File: src/rtl/pwm_peripheral_if.sv
// Control/status bundle between the SPI register file and the PWM peripheral.
// master: register file side (drives enables and duty, observes pin drive).
// slave:  PWM peripheral side.
interface pwm_peripheral_if;
    logic [7:0]  en_reg_out_7_0;
    logic [7:0]  en_reg_out_15_8;
    logic [7:0]  en_reg_pwm_7_0;
    logic [7:0]  en_reg_pwm_15_8;
    logic [7:0]  pwm_duty_cycle;
    logic [15:0] out;
    logic [7:0]  duty_active;
    logic        period_start;

    modport master (
        output en_reg_out_7_0,
        output en_reg_out_15_8,
        output en_reg_pwm_7_0,
        output en_reg_pwm_15_8,
        output pwm_duty_cycle,
        input  out,
        input  duty_active,
        input  period_start
    );

    modport slave (
        input  en_reg_out_7_0,
        input  en_reg_out_15_8,
        input  en_reg_pwm_7_0,
        input  en_reg_pwm_15_8,
        input  pwm_duty_cycle,
        output out,
        output duty_active,
        output period_start
    );
endinterface

File: src/rtl/pwm_peripheral.sv
// 16-pin PWM peripheral: each pin is forced low, held high or driven by a
// shared PWM waveform. Period is 2^PWM_BITS steps of CLK_DIV clk each.
// Optional build macro PWM_SYNC_UPDATE_EN: duty_active reloads only at the
// period boundary (plus once after reset) so a period is never truncated.
// Without it duty_active follows pwm_duty_cycle with one clk of latency.
module pwm_peripheral #(
    parameter int unsigned CLK_DIV  = 13,
    parameter int unsigned PWM_BITS = 8
) (
    input logic            clk,
    input logic            rst_n,
    pwm_peripheral_if.slave bus
);

    localparam logic [15:0]         DivMax = 16'(CLK_DIV - 1);
    localparam logic [PWM_BITS-1:0] PwmMax = {PWM_BITS{1'b1}};

    logic [15:0]         div_cnt_q, div_cnt_d;
    logic [PWM_BITS-1:0] pwm_cnt_q, pwm_cnt_d;
    logic [7:0]          duty_active_q, duty_active_d;
    logic [15:0]         out_q, out_d;
    logic                period_start_q, period_start_d;
    logic                step, wrap, pwm_sig;
    logic [15:0]         en_out, en_pwm;

    assign en_out = {bus.en_reg_out_15_8, bus.en_reg_out_7_0};
    assign en_pwm = {bus.en_reg_pwm_15_8, bus.en_reg_pwm_7_0};

    // Clock divider and period counter next-state; wrap marks the last clk of a period.
    always_comb begin
        step           = (div_cnt_q == DivMax);
        div_cnt_d      = step ? 16'd0 : div_cnt_q + 16'd1;
        pwm_cnt_d      = step ? pwm_cnt_q + PWM_BITS'(1) : pwm_cnt_q;
        wrap           = step && (pwm_cnt_q == PwmMax);
        period_start_d = wrap;
    end

    // Comparator: full scale is a true 100%, not 255/256.
    always_comb begin
        pwm_sig = 1'b0;
        if (duty_active_q == 8'hFF) begin
            pwm_sig = 1'b1;
        end else begin
            pwm_sig = (pwm_cnt_q < duty_active_q);
        end
    end

    // Per-pin mux: disabled -> 0, static -> 1, PWM mode -> pwm_sig.
    always_comb begin
        out_d = (en_out & ~en_pwm) | (en_out & en_pwm & {16{pwm_sig}});
    end

`ifdef PWM_SYNC_UPDATE_EN
    logic loaded_q;

    // Duty reloads at the period boundary, and once right after reset release.
    always_comb begin
        duty_active_d = duty_active_q;
        if (wrap || !loaded_q) begin
            duty_active_d = bus.pwm_duty_cycle;
        end
    end

    // Tracks whether the post-reset duty load has happened.
    always_ff @(posedge clk or negedge rst_n) begin
        if (!rst_n) begin
            loaded_q <= 1'b0;
        end else begin
            loaded_q <= 1'b1;
        end
    end
`else
    // Duty follows the register every clk.
    always_comb begin
        duty_active_d = bus.pwm_duty_cycle;
    end
`endif

    // State and output registers; reset clears pins asynchronously.
    always_ff @(posedge clk or negedge rst_n) begin
        if (!rst_n) begin
            div_cnt_q      <= 16'd0;
            pwm_cnt_q      <= '0;
            duty_active_q  <= 8'h00;
            out_q          <= 16'h0000;
            period_start_q <= 1'b0;
        end else begin
            div_cnt_q      <= div_cnt_d;
            pwm_cnt_q      <= pwm_cnt_d;
            duty_active_q  <= duty_active_d;
            out_q          <= out_d;
            period_start_q <= period_start_d;
        end
    end

    assign bus.out          = out_q;
    assign bus.duty_active  = duty_active_q;
    assign bus.period_start = period_start_q;

endmodule

File: src/flat_wrapper.sv
// flat-port wrapper written by rule: the top's interface ports become plain ports
module pwm_peripheral_flat 
#(
    parameter int unsigned CLK_DIV  = 13,
    parameter int unsigned PWM_BITS = 8
)
  (clk, rst_n, bus_en_reg_out_7_0, bus_en_reg_out_15_8, bus_en_reg_pwm_7_0, bus_en_reg_pwm_15_8, bus_pwm_duty_cycle, bus_out, bus_duty_active, bus_period_start);
  pwm_peripheral_if bus_i ();
  input logic clk;
  input logic rst_n;
  input wire logic [$bits(bus_i.en_reg_out_7_0)-1:0] bus_en_reg_out_7_0;
  input wire logic [$bits(bus_i.en_reg_out_15_8)-1:0] bus_en_reg_out_15_8;
  input wire logic [$bits(bus_i.en_reg_pwm_7_0)-1:0] bus_en_reg_pwm_7_0;
  input wire logic [$bits(bus_i.en_reg_pwm_15_8)-1:0] bus_en_reg_pwm_15_8;
  input wire logic [$bits(bus_i.pwm_duty_cycle)-1:0] bus_pwm_duty_cycle;
  output wire logic [$bits(bus_i.out)-1:0] bus_out;
  output wire logic [$bits(bus_i.duty_active)-1:0] bus_duty_active;
  output wire logic [$bits(bus_i.period_start)-1:0] bus_period_start;
  assign bus_i.en_reg_out_7_0 = bus_en_reg_out_7_0;
  assign bus_i.en_reg_out_15_8 = bus_en_reg_out_15_8;
  assign bus_i.en_reg_pwm_7_0 = bus_en_reg_pwm_7_0;
  assign bus_i.en_reg_pwm_15_8 = bus_en_reg_pwm_15_8;
  assign bus_i.pwm_duty_cycle = bus_pwm_duty_cycle;
  assign bus_out = bus_i.out;
  assign bus_duty_active = bus_i.duty_active;
  assign bus_period_start = bus_i.period_start;
  pwm_peripheral #(.CLK_DIV(CLK_DIV), .PWM_BITS(PWM_BITS)) u_core (.clk(clk), .rst_n(rst_n), .bus(bus_i));
endmodule
File: config.mk
export PLATFORM = sky130hd
export DESIGN_NAME = pwm_peripheral_flat
export DESIGN_NICKNAME = d
export VERILOG_FILES = /design/src/rtl/pwm_peripheral_if.sv /design/src/rtl/pwm_peripheral.sv /design/src/flat_wrapper.sv
export SDC_FILE = /design/constraint.sdc
export NUM_CORES = 1
export LEC_CHECK = 0
export CAP_MARGIN = 5
export CORE_AREA = 2 2 57 86
export DETAILED_ROUTE_END_ITERATION = 10
export DIE_AREA = 0 0 59 88
export GPL_ROUTABILITY_DRIVEN = 1
export PLACE_DENSITY_LB_ADDON = 0.12
export SYNTH_ARGS = -nofsm -noshare
export SYNTH_HDL_FRONTEND = slang
export SYNTH_SLANG_ARGS = --single-unit
File: constraint.sdc
create_clock -name clk -period 5.05 [get_ports clk]
set_clock_uncertainty 0.05 [all_clocks]
set_input_delay 1.2625 -clock clk [delete_from_list [all_inputs] [get_ports clk]]
set_output_delay 1.2625 -clock clk [all_outputs]
set_load 0.05 [all_outputs]
-- Word level (Yosys, flattened, before mapping)
Cells that the tools add are included.
- flip-flop bits (word level): 49
- input port bits: 42
- output and inout port bits: 25
- word-level logic and storage cells: 19
- $add $sub $neg: 2
- order comparisons: 1
- eq/ne operators: 3
- mux-type cells: 2
- bitwise logic cells: 5
- reduce and logical (&&, ||, !) cells: 1
- operators with widths (cell ; count):
    16-bit AND ; 3
    16-bit by 1-bit adder with 16-bit output (second input constant) ; 1
    16-bit by 4-bit == test with 1-bit output (second input constant) ; 1
    8-bit == test (second input constant) ; 2
    16-bit 2-to-1 mux ; 1
    16-bit inverter ; 1
    16-bit bitwise OR ; 1
    8-bit by 1-bit adder with 8-bit output (second input constant) ; 1
    8-bit less-than comparator ; 1
    1-bit logical AND ; 1
    1-bit 2-to-1 mux ; 1

-- Depth between registers and ports, before layout
- depth after elaboration: 4
- depth in mapped cells: 7
- gate-level depth less buffers: 6

-- Worst setup path before layout
OpenSTA, ideal clock, no wires.
- path kind: register to register
- start point: reg u_core.duty_active_q[6] (netlist: u_core.bus.duty_active[6])
- end point: reg u_core.out_q[10] (netlist: u_core.bus.out[10])
- arrival: 1.927 ns
- data required time: 4.878 ns
- setup slack: 2.951 ns
- stages on the path, launching flop included: 8
- path buffers: 1
- cell sequence: dfrtp_1 inv_1 ha_1 and4_1 o21ai_1 o32ai_2 buf_6 a21boi_2
- cells in the longest elaborated chain, start to end: 4
- elaborated cells on any way between the ends: 5
- those cells by class: order compare (1); eq/ne (1); mux (1); bitwise (2)
- ends and longest elaborated chain (element ; line ; RTL):
    start, declared ; pwm_peripheral.sv:20 ; logic [7:0] duty_active_q, duty_active_d;
    start signal, assigned ; pwm_peripheral.sv:90 ; duty_active_q <= duty_active_d;
    8-bit less-than comparator / 8-bit == test (equally long branches) ; pwm_peripheral.sv:44, pwm_peripheral.sv:41 ;
    1-bit 2-to-1 mux * ; pwm_peripheral.sv:41 ; if (duty_active_q == 8'hFF) begin
    16-bit AND * ; pwm_peripheral.sv:50 ; out_d = (en_out & ~en_pwm) | (en_out & en_pwm & {16{pwm_sig}});
    16-bit bitwise OR * ; pwm_peripheral.sv:50 ;
    named net u_core.out_d[10] ; pwm_peripheral.sv:21 ; logic [15:0] out_q, out_d;
    end signal, assigned ; pwm_peripheral.sv:91 ; out_q <= out_d;
    end, declared ; pwm_peripheral.sv:21 ;
The timed path passes the listed nets; every way through them passes the cells marked *.
A chain may end at the register's enable or synchronous reset.

-- Worst setup path after layout
- start point: reg u_core.duty_active_q[0] (netlist: u_core.bus.duty_active[0])
- end point: out bus_duty_active[0]
- RTL lines (element ; line ; RTL):
    end, declared ; flat_wrapper.sv:17 ; output wire logic [$bits(bus_i.duty_active)-1:0] bus_duty_active;
No word-level cell between the ends.

==> metrics.md <==
| Metric | Value |
|---|---|
| Clock tree buffer depth | `2` |
| Gr ovfl total | `0` |
| RSZ-0062 raised after global routing | `no` |
| Yosys warns | `0` |
| WL per Instance | `15.9 um` |
| Max Cap Viol | `0` |
| Syn Std Cell Area | `0.00214 sq mm` |
| DRC viols | `0` |
| Fmax | `0.351 GHz` |
| Actual slew at the worst max-slew pin | `1.05 ns` |
| Root buffer cell | `clkbuf_8` |
| Post-DP HPWL | `3.49 mm` |
| Critical Path AT | `1.53 ns` |
| Critical path's top delay family | `buffers and inverters` |
| Layout cells sized above 1 | `11.8%` |
| Pre-CTS setup slack | `2.52 ns` |
| Sink Count | `49` |
| Final Setup Violations | `0` |
| Worst Path Max Fanout | `3` |
| Drt pass-1 iters | `4` |
| Antenna violations before repair | `0` |
| First-pass GRT wire length | `7.60 mm` |
| Avg Cell Area, Syn | `13.0 sq um` |
| Die X | `59 um` |
| Area growth syn-to-layout | `37.9%` |
| PnR Total Power | `798 uW` |
| Detailed-route via count | `1529` |
| Total global-route track usage | `19.6%` |
| Final nets | `288` |
| Critical Path Sink Type | `output pin` |
| Site row count | `30` |
| Pwr dens | `270 mW/mm^2` |
| Cells after Synth | `165` |
| Num CTS Buffers | `5` |
| Clk_lat worst skew | `0.29 ns` |
| H-tree levels | `2` |
| Cts repair resizes | `0` |
| Post-synthesis cell type count | `32` |
| Hold slack | `0.461 ns` |
| CP bufs+invs | `1` |
| Largest net degree at the start of global routing | `50` |
| Post-synthesis sequential area ratio | `57.3%` |
| CP Launch Type | `flip-flop` |
| Final setup margin | `2.20 ns` |
| Core area | `0.00443 sq mm` |
| Cell Chain, Critical Path | `clkdlybuf4s50_1` |
| # fillers | `351` |
| HP Class | `reg -> reg` |
| Maximum resistive drop on vdd | `0.000159 V` |
| CTS tree | `built` |
| CP max stage cell | `clkdlybuf4s50_1` |
| RePlAce Congestion | `0.814` |
| Vias in the first global route | `1618` |
| Crit path required time | `3.74 ns` |
| Setup_tns | `0 ns` |
| Status | `finished clean` |
| Min Tclk post-route | `2.85 ns` |
| Rel. slew slack | `30.2%` |
| Reg clk slew, reported paths | `0.08 ns` |
| Max Slew Vio Count | `0` |
| Detailed router's first-iteration violation count | `55` |
| Die area | `0.00519 sq mm` |
| Crit Path Class | `reg -> out` |
| Design Area, Final | `0.00295 sq mm` |
| Initial Utilization | `48.3%` |
| Ant. Diodes | `0` |
| Final period util | `56.4%` |
| Max stage delay on crit path | `0.83 ns` |
| Placed inst area | `0.00284 sq mm` |
| Synthesized Nets | `217` |
| Die Y | `88 um` |
| PortBufs | `66` |
| Setup Fix Bufs, Post-CTS | `0` |
| Final WL | `4.54 mm` |
| LEAKAGE | `1.31 nW` |
| Final Hold Viols | `0` |
| # hold bufs at CTS | `0` |
| Io pins | `67` |
| Via density per instance | `5.36` |
| #FFs+latches synth | `49` |
| DRT antenna net count | `0` |
## power by group
part	internal (mW)	switching [mW]	leakage, nW	total (mW)
clock	0.161	0.121	0.0585	0.283
sequential	0.402	0.00448	0.609	0.406
combinational	0.0513	0.0579	0.639	0.109
## synth_stat cells, drive strengths merged
cell | number | area [sq um]
a2111oi | 1 | 27.5
and2b | 1 | 8.76
and4bb | 1 | 12.5
ha | 10 | 125
o21ai | 1 | 5.00
nor3 | 2 | 10.0
nor4b | 1 | 8.76
nor2 | 10 | 37.5
clkbuf | 1 | 5.00
xnor2 | 14 | 123
o21a | 1 | 7.51
a21o | 1 | 7.51
and2 | 1 | 6.26
a21oi | 1 | 5.00
a21boi | 16 | 158
mux2 | 1 | 11.3
nand2b | 1 | 13.8
and3 | 4 | 25.0
o32ai | 1 | 16.3
a41o | 1 | 10.0
xor2 | 7 | 61.3
buf | 2 | 22.5
inv | 9 | 33.8
nand4 | 9 | 56.3
nor4 | 1 | 12.5
and4 | 5 | 47.6
dfrtp | 49 | 1230
nand2 | 6 | 22.5
nand3 | 7 | 35.0
## cells in the final DEF, fill, tap and decap left out, types with 2 or more instances in the layout
master and n:
nand3_1 7, ha_1 10, clkbuf_8 6, and3_1 4, xor2_1 7, and4_1 3
a21boi_0 6, a21boi_2 10, inv_1 9, nor2_1 10, xnor2_1 14, nor3_1 2
nand4_1 9, dfrtp_1 49, nand2_1 6, clkdlybuf4s50_1 65
## registers in the layout, summed over array words and instances, names as in the netlist
register,count
u_core.bus.duty_active,8
u_core.bus.out,16
u_core.bus.period_start,1
u_core.div_cnt_q,16
u_core.pwm_cnt_q,8
## final cells by class
cell class | instances | area (sq um) | share of cell area (%)
flip-flops and latches | 49 | 1230 | 41.5
well taps | 48 | 60.1 | 2.03
clock buffers | 7 | 86.3 | 2.92
repair buffers | 67 | 663 | 22.5
multi-input cells | 104 | 853 | 28.9
inverters | 9 | 33.8 | 1.14
clock inverters | 1 | 30.0 | 1.02
## per-layer routing
layer / global-route usage [%] / vias up / part of all wire [%]
met5: 0 / - / 0
met4: 5.99 / 0 / 0.99
met3: 3.84 / 6 / 3.8
met2: 37.0 / 50 / 57
met1: 21.4 / 757 / 38
li1: - / 716 / -
## per-stage QoR
step | util (%) | std cells
after global routing | 66.7 | 285
after detailed placement | 64.0 | 277
after CTS | 66.7 | 285
final | 66.7 | 285
after floorplan | - | 165
after global placement | 64.0 | 277
## final timing paths
| path | from | end | slack, ns | cells past startpoint |
|---|---|---|---|---|
| worst max-delay path | u_core.bus.duty_active[0] | bus_duty_active[0] | 2.20 | 1 |
| worst min-delay path | u_core.pwm_cnt_q[7] | u_core.pwm_cnt_q[7] | 0.46 | 1 |
| worst max register to register | u_core.pwm_cnt_q[6] | u_core.bus.out[2] | 3.11 | 6 |
| worst min register to register | u_core.pwm_cnt_q[7] | u_core.pwm_cnt_q[7] | 0.46 | 1 |
| max in group asynchronous | rst_n | u_core.div_cnt_q[4] | 3.20 | 1 |
| min in group asynchronous | rst_n | u_core.bus.out[15] | 1.10 | 1 |
## logic make-up (layout without fill, tap and decap cells)
family | count (synthesis) | in the layout | share of synthesized area, %
AOI/OAI and AO/OA | 23 | 23 | 11.0
DFF | 49 | 49 | 57.3
adders and majority gates | 10 | 10 | 5.84
buffers and inverters | 12 | 84 | 2.86
xor gates and xnor gates | 21 | 21 | 8.59
muxes | 1 | 1 | 0.526
and+or+nand+nor | 49 | 49 | 13.9
Power figures use the tool's default switching activity.
